**config.mk**
```make
export PLATFORM = sky130hd
export DESIGN_NAME = syscall_io_unit
export DESIGN_NICKNAME = d
export VERILOG_FILES = /design/src/rtl/sextium_io_pkg.sv /design/src/rtl/io_timeout_counter.sv /design/src/rtl/syscall_io_unit.sv
export SDC_FILE = /design/constraint.sdc
export NUM_CORES = 1
export LEC_CHECK = 0
export ABC_AREA = 1
export CAP_MARGIN = 10
export CORE_ASPECT_RATIO = 0.6
export CORE_MARGIN = 1
export CORE_UTILIZATION = 43
export CTS_CLUSTER_DIAMETER = 150
export DETAILED_ROUTE_END_ITERATION = 16
export PLACE_DENSITY = 0.8
export SLEW_MARGIN = 10
export SYNTH_ARGS = -nofsm -noshare
export SYNTH_HDL_FRONTEND = slang
export SYNTH_HIERARCHICAL = 1
export SYNTH_SLANG_ARGS = --single-unit
```
**constraint.sdc**
```tcl
create_clock -name i_clock -period 1.8 [get_ports i_clock]
set_input_delay 0.36 -clock i_clock [delete_from_list [all_inputs] [get_ports i_clock]]
set_output_delay 0.36 -clock i_clock [all_outputs]
set_load 0.05 [all_outputs]
```
**src/rtl/sextium_io_pkg.sv**
```systemverilog
// Shared definitions for the SYSCALL responder: syscall numbers and FSM state encoding.
// Latency: n/a (package only).
// Backpressure: n/a (package only).
package sextium_io_pkg;

    // Syscall numbers as presented on ACC; compared against the full data width
    localparam int unsigned SYS_HALT  = 0;
    localparam int unsigned SYS_READ  = 1;
    localparam int unsigned SYS_WRITE = 2;

    typedef enum logic [2:0] {
        ST_IDLE  = 3'd0,
        ST_READ  = 3'd1,
        ST_WRITE = 3'd2,
        ST_DONE  = 3'd3,
        ST_HALT  = 3'd4
    } io_state_t;

endpackage

```
**src/rtl/io_timeout_counter.sv**
```systemverilog
// Wait-cycle counter for stream handshakes; flags expiry on the LIMIT-th enabled edge.
// Latency: o_expired is combinational from the count, so the FSM acts on the expiring edge itself.
// Backpressure: none; LIMIT=0 never expires (wait forever).
//
// Ports:
//   i_clock, i_reset : clock, async active-high reset
//   i_clear          : hold count at zero (while not waiting)
//   i_enable         : count one waiting edge
//   o_expired        : this edge is the LIMIT-th waiting edge
module io_timeout_counter #(
    parameter int unsigned LIMIT = 0
) (
    input  logic i_clock,
    input  logic i_reset,
    input  logic i_clear,
    input  logic i_enable,
    output logic o_expired
);

    localparam int unsigned     CW   = (LIMIT > 0) ? $clog2(LIMIT + 1) : 1;
    localparam logic [CW-1:0]   LAST = (LIMIT > 0) ? CW'(LIMIT - 1) : '0;

    logic [CW-1:0] r_count;

    // Count holds LIMIT-1 during the final waiting cycle, so expiry is seen on that edge
    assign o_expired = (LIMIT > 0) && (r_count == LAST);

    always_ff @(posedge i_clock or posedge i_reset) begin
        if (i_reset) begin
            r_count <= '0;
        end else if (i_clear) begin
            r_count <= '0;
        end else if (i_enable && !o_expired) begin
            r_count <= r_count + 1'b1;
        end
    end

endmodule

```
**src/rtl/syscall_io_unit.sv**
```systemverilog
// SYSCALL responder: runs HALT/READ/WRITE against host valid/ready byte streams for the CPU controller.
// Latency: request edge to iobusy low is 2 edges minimum; READ/WRITE add the host handshake wait.
// Backpressure: in_ready/out_valid held until the host handshakes or the optional timeout expires.
//
// Ports:
//   i_clock, i_reset         : clock, async active-high reset
//   i_runio, i_sysno, i_arg  : controller request/hold, syscall number (ACC), argument (DR)
//   o_iobusy, o_io_result    : busy flag and result back to the controller
//   o_halted, o_io_error     : sticky HALT and error indicators
//   i_in_valid/i_in_data/o_in_ready    : host input stream (READ)
//   o_out_valid/o_out_data/i_out_ready : host output stream (WRITE)
module syscall_io_unit
    import sextium_io_pkg::*;
#(
    parameter int unsigned WIDTH          = 16,
    parameter int unsigned TIMEOUT_CYCLES = 0
) (
    input  logic             i_clock,
    input  logic             i_reset,
    input  logic             i_runio,
    input  logic [WIDTH-1:0] i_sysno,
    input  logic [WIDTH-1:0] i_arg,
    output logic             o_iobusy,
    output logic [WIDTH-1:0] o_io_result,
    output logic             o_halted,
    output logic             o_io_error,
    input  logic             i_in_valid,
    input  logic [WIDTH-1:0] i_in_data,
    output logic             o_in_ready,
    output logic             o_out_valid,
    output logic [WIDTH-1:0] o_out_data,
    input  logic             i_out_ready
);

    io_state_t        r_state;
    logic             r_iobusy;
    logic             r_halted;
    logic             r_io_error;
    logic             r_in_ready;
    logic             r_out_valid;
    logic [WIDTH-1:0] r_io_result;
    logic [WIDTH-1:0] r_out_data;

    logic w_waiting;
    logic w_expired;
    logic w_rd_hs;
    logic w_wr_hs;

    assign w_waiting = (r_state == ST_READ) || (r_state == ST_WRITE);
    assign w_rd_hs   = (r_state == ST_READ)  && i_in_valid  && r_in_ready;
    assign w_wr_hs   = (r_state == ST_WRITE) && r_out_valid && i_out_ready;

    // Timer sits at zero outside READ/WRITE, so every stream wait starts from a clean count
    io_timeout_counter #(
        .LIMIT (TIMEOUT_CYCLES)
    ) u_timer (
        .i_clock   (i_clock),
        .i_reset   (i_reset),
        .i_clear   (!w_waiting),
        .i_enable  (w_waiting),
        .o_expired (w_expired)
    );

    always_ff @(posedge i_clock or posedge i_reset) begin
        if (i_reset) begin
            r_state     <= ST_IDLE;
            r_iobusy    <= 1'b0;
            r_halted    <= 1'b0;
            r_io_error  <= 1'b0;
            r_in_ready  <= 1'b0;
            r_out_valid <= 1'b0;
            r_io_result <= '0;
            r_out_data  <= '0;
        end else begin
            case (r_state)
                ST_IDLE: begin
                    // runio is only a new request here; while busy it is just the controller holding
                    if (i_runio) begin
                        r_iobusy   <= 1'b1;
                        r_out_data <= i_arg;
                        if (i_sysno == WIDTH'(SYS_HALT)) begin
                            r_halted <= 1'b1;
                            r_state  <= ST_HALT;
                        end else if (i_sysno == WIDTH'(SYS_READ)) begin
                            r_in_ready <= 1'b1;
                            r_state    <= ST_READ;
                        end else if (i_sysno == WIDTH'(SYS_WRITE)) begin
                            r_out_valid <= 1'b1;
                            r_state     <= ST_WRITE;
                        end else begin
                            r_io_result <= '0;
                            r_io_error  <= 1'b1;
                            r_state     <= ST_DONE;
                        end
                    end
                end
                ST_READ: begin
                    // A handshake landing on the expiry edge takes priority over the timeout
                    if (w_rd_hs) begin
                        r_io_result <= i_in_data;
                        r_in_ready  <= 1'b0;
                        r_state     <= ST_DONE;
                    end else if (w_expired) begin
                        r_io_result <= '1;
                        r_io_error  <= 1'b1;
                        r_in_ready  <= 1'b0;
                        r_state     <= ST_DONE;
                    end
                end
                ST_WRITE: begin
                    if (w_wr_hs) begin
                        r_io_result <= r_out_data;
                        r_out_valid <= 1'b0;
                        r_state     <= ST_DONE;
                    end else if (w_expired) begin
                        r_io_result <= '1;
                        r_io_error  <= 1'b1;
                        r_out_valid <= 1'b0;
                        r_state     <= ST_DONE;
                    end
                end
                ST_DONE: begin
                    r_iobusy <= 1'b0;
                    r_state  <= ST_IDLE;
                end
                ST_HALT: begin
                    // CPU stays parked in IOWAIT; only reset leaves this state
                    r_state <= ST_HALT;
                end
                default: begin
                    r_state <= ST_IDLE;
                end
            endcase
        end
    end

    assign o_iobusy    = r_iobusy;
    assign o_io_result = r_io_result;
    assign o_halted    = r_halted;
    assign o_io_error  = r_io_error;
    assign o_in_ready  = r_in_ready;
    assign o_out_valid = r_out_valid;
    assign o_out_data  = r_out_data;

endmodule

```
==> summary.txt <==
Critical path
  • Crit-path leading delay family: simple AND/OR/NAND/NOR gates
  • Endpoint type of the worst setup path: flop
  • Reg2reg setup slack: 0.22 ns
  • CP peak stage delay: 0.44 ns
  • Buf/Inv on CP: 2
  • CP Launch Type: flop
  • Slowest-stage cell, CP: dfrtp_1
  • Crit path required time: 1.98 ns
  • CP dominant cell by count: nand2_1
  • CP Data Arrival Time: 1.76 ns
  • Critical Path, Cell by Cell: nor2_2 > inv_2 > nor2_8 > inv_2 > nor2_2 > nand2_1 > nand2_2 > nand2_4 > nand2_1 > nand2_1
  • WS Path Type: flop to flop
  • Worst Path Max Fanout: 16

Floorplan
  • # IOs: 90
  • Core box area: 4730 um2
  • Die area: 5380 um2
  • Die width: 94.0 um
  • Initial Utilization: 46.2%
  • Rows: 19
  • Die Y-Extent: 57.2 um

Synth
  • Share of flip-flops with an asynchronous set or reset: 100%
  • Post-Synthesis Cells: 313
  • Top post-synthesis cells by area: dfrtp_1 (46%), nand2_1 (19%), nor2_1 (11%)
  • Synthesized cell area: 2190 um2
  • Net Count, Synth: 366
  • Commonest register cell after synthesis: dfrtp_1
  • Count leader, synth: nand2_1
  • Yosys cell types: 26
  • Top-area cell type share of the netlist area: 45.8%
  • Post-Syn Area per Cell: 6.98 um2
  • Synth top cells by count: nand2_1 (111), nor2_1 (65), dfrtp_1 (40)
  • Post-synth EDFFs: 0
  • Cell accounting for the most synthesized area: dfrtp_1
  • YS warnings: 6
  • Register area share after synthesis: 45.8%
  • Yosys reg bits: 40

Global routing
  • Overflow after GRT: 0
  • Vias in the first global route: 2168
  • Pin count of the biggest net entering global routing: 41
  • First-pass GRT wire length: 10100 um
  • Total GRT Usage: 24.4%
  • Initial antenna violation count: 0

Placed design
  • Dpl cells: 463
  • Final HPWL DP: 4570 um
  • I/O Buffers: 89
  • Area post-placement: 3090 um2
  • Routability Congestion: 0.824
  • Dpl ws: -0.0275 ns

Pwr
  • Power Total: 6420 uW
  • Power Density: 2010 nW/um2
  • P_leak: 0.00161 uW
  • Worst VDD drop: 0.00129 V

CTS
  • Setup bufs post-CTS: 0
  • CTS Hold Bufs: 0
  • Post-CTS Resized: 0
  • Sink Count: 40
  • Clock-pin transition on the worst setup and hold timing paths: 0.08 ns
  • H-tree depth: 2
  • CTS root buf: clkbuf_8
  • CTS max path bufs: 2
  • Clk_lat worst skew: 0.30 ns
  • CTS Buf Count: 5
  • CTS tree: built

Min path
  • HP Class: input port to async pin

Cells and area
  • Post-route cell area: 3200 um2
  • P&R area growth vs syn: 46.4%
  • Multi-input logic area: 982 um2
  • Fin cells: 471
  • FILL cells: 431
  • Nets@finish: 460
  • Antenna cells: 0
  • Share of layout cells above drive strength 1: 16.7%
  • Register area: 1000 um2

STA
  • Clock skew: 0.0130 ns
  • RSZ-0062 raised after global routing: false
  • Fin crit share: 87.6%
  • Hold Vio Cnt, Final: 0
  • Fmax achieved: 634 MHz
  • Worst Slack Setup Final: 0.224 ns
  • Final min period: 1.58 ns
  • Final setup violation count: 0
  • Slew Limit Fails: 0

Route
  • Vias: 2208
  • Drt pass-1 iters: 4
  • Post-Route WL: 5990 um
  • Antenna Violating Nets Remaining: 0
  • Vias per std cell: 4.69
  • Number of DRC markers in iteration 0: 121
  • Post-route DRC: 0
  • Wire length per cell: 12.7 um

Outcome
  • Status: complete, no violations

Job
  • Max_cap viols: 0
cells in the final DEF, fill, tap and decap left out, types with 3 or more instances in the layout:
| master | count |
|---|---|
| buf_12 | 3 |
| inv_1 | 26 |
| o21ai_0 | 24 |
| a21oi_1 | 3 |
| nor2_1 | 65 |
| buf_4 | 43 |
| nand2_1 | 111 |
| nand3_1 | 9 |
| inv_2 | 5 |
| clkbuf_8 | 5 |
| nor2_2 | 3 |
| clkdlybuf4s50_1 | 52 |
| dfrtp_1 | 40 |
logic make-up after synthesis:
| kind of cell | share of synthesized area, % |
|---|---|
| flops | 45.8 |
| simple gates | 36.9 |
| compound gates | 7.90 |
| other cells | 0.172 |
| buf+inv | 9.27 |
final timing paths:
kind | start | end | cells past startpoint
setup / recovery | r_state[2] | o_io_result[9] | 10
hold / removal | i_reset | o_out_data[1] | 3
setup reg to reg | r_state[2] | o_io_result[9] | 10
hold reg to reg | o_io_error | o_io_error | 2
max in group asynchronous | i_reset | o_out_data[7] | 3
min in group i_clock | o_io_error | o_io_error | 2
layer usage:
metal	vias to the layer above	track usage, %	wire (um)	share of wire, %
met3	2	6.27	492	8.2
met5	-	0	0	0
met2	79	37.9	2480	41
met4	0	3.96	19	0.32
li1	1141	-	-	-
met1	986	35.4	3000	50
through the flow:
| step | hold slack, ns | TNS (ns) | util [%] |
|---|---|---|---|
| 6_report | 0.384 | 0 | 67.7 |
| 5_1_grt | 0.427 | 0 | 67.7 |
| 4_1_cts | 0.392 | 0 | 67.7 |
| 3_5_place_dp | 0.475 | -0.105 | 65.2 |
| 3_3_place_gp | 0.454 | 0 | 65.2 |
| 2_1_floorplan | 0.477 | 0 | - |
sequential cells by signal, indices dropped and copies added (netlist names):
signal       cells
o_io_result     16
o_out_data      16
r_state          3
o_halted         1
o_in_ready       1
o_io_error       1
o_iobusy         1
o_out_valid      1
worst register-to-register path, delay by kind of cell, from the launching register on:
| kind | cells | cell delay (ns) |
|---|---|---|
| and+or+nand+nor | 8 | 0.89 |
| buffers and inverters | 2 | 0.13 |
| DFF | 1 | 0.44 |
final cells by class:
cell class	instances	share of cell area [%]
sequential	40	31.3
multi-input combinational	230	30.7
clock inverter	3	1.45
timing repair buffer	98	28.2
clock buffer	5	2.15
tap	63	2.46
inverter	32	3.75
power breakdown:
group / total, uW / internal, uW / switching, uW / leakage (uW)
clock network: 761 / 418 / 343 / 0.0000548
logic: 3960 / 1250 / 2710 / 0.00107
registers: 1690 / 1340 / 354 / 0.000485
total: 6420 / 3010 / 3410 / 0.00161
No activity file was read; power rests on OpenSTA's default activity.
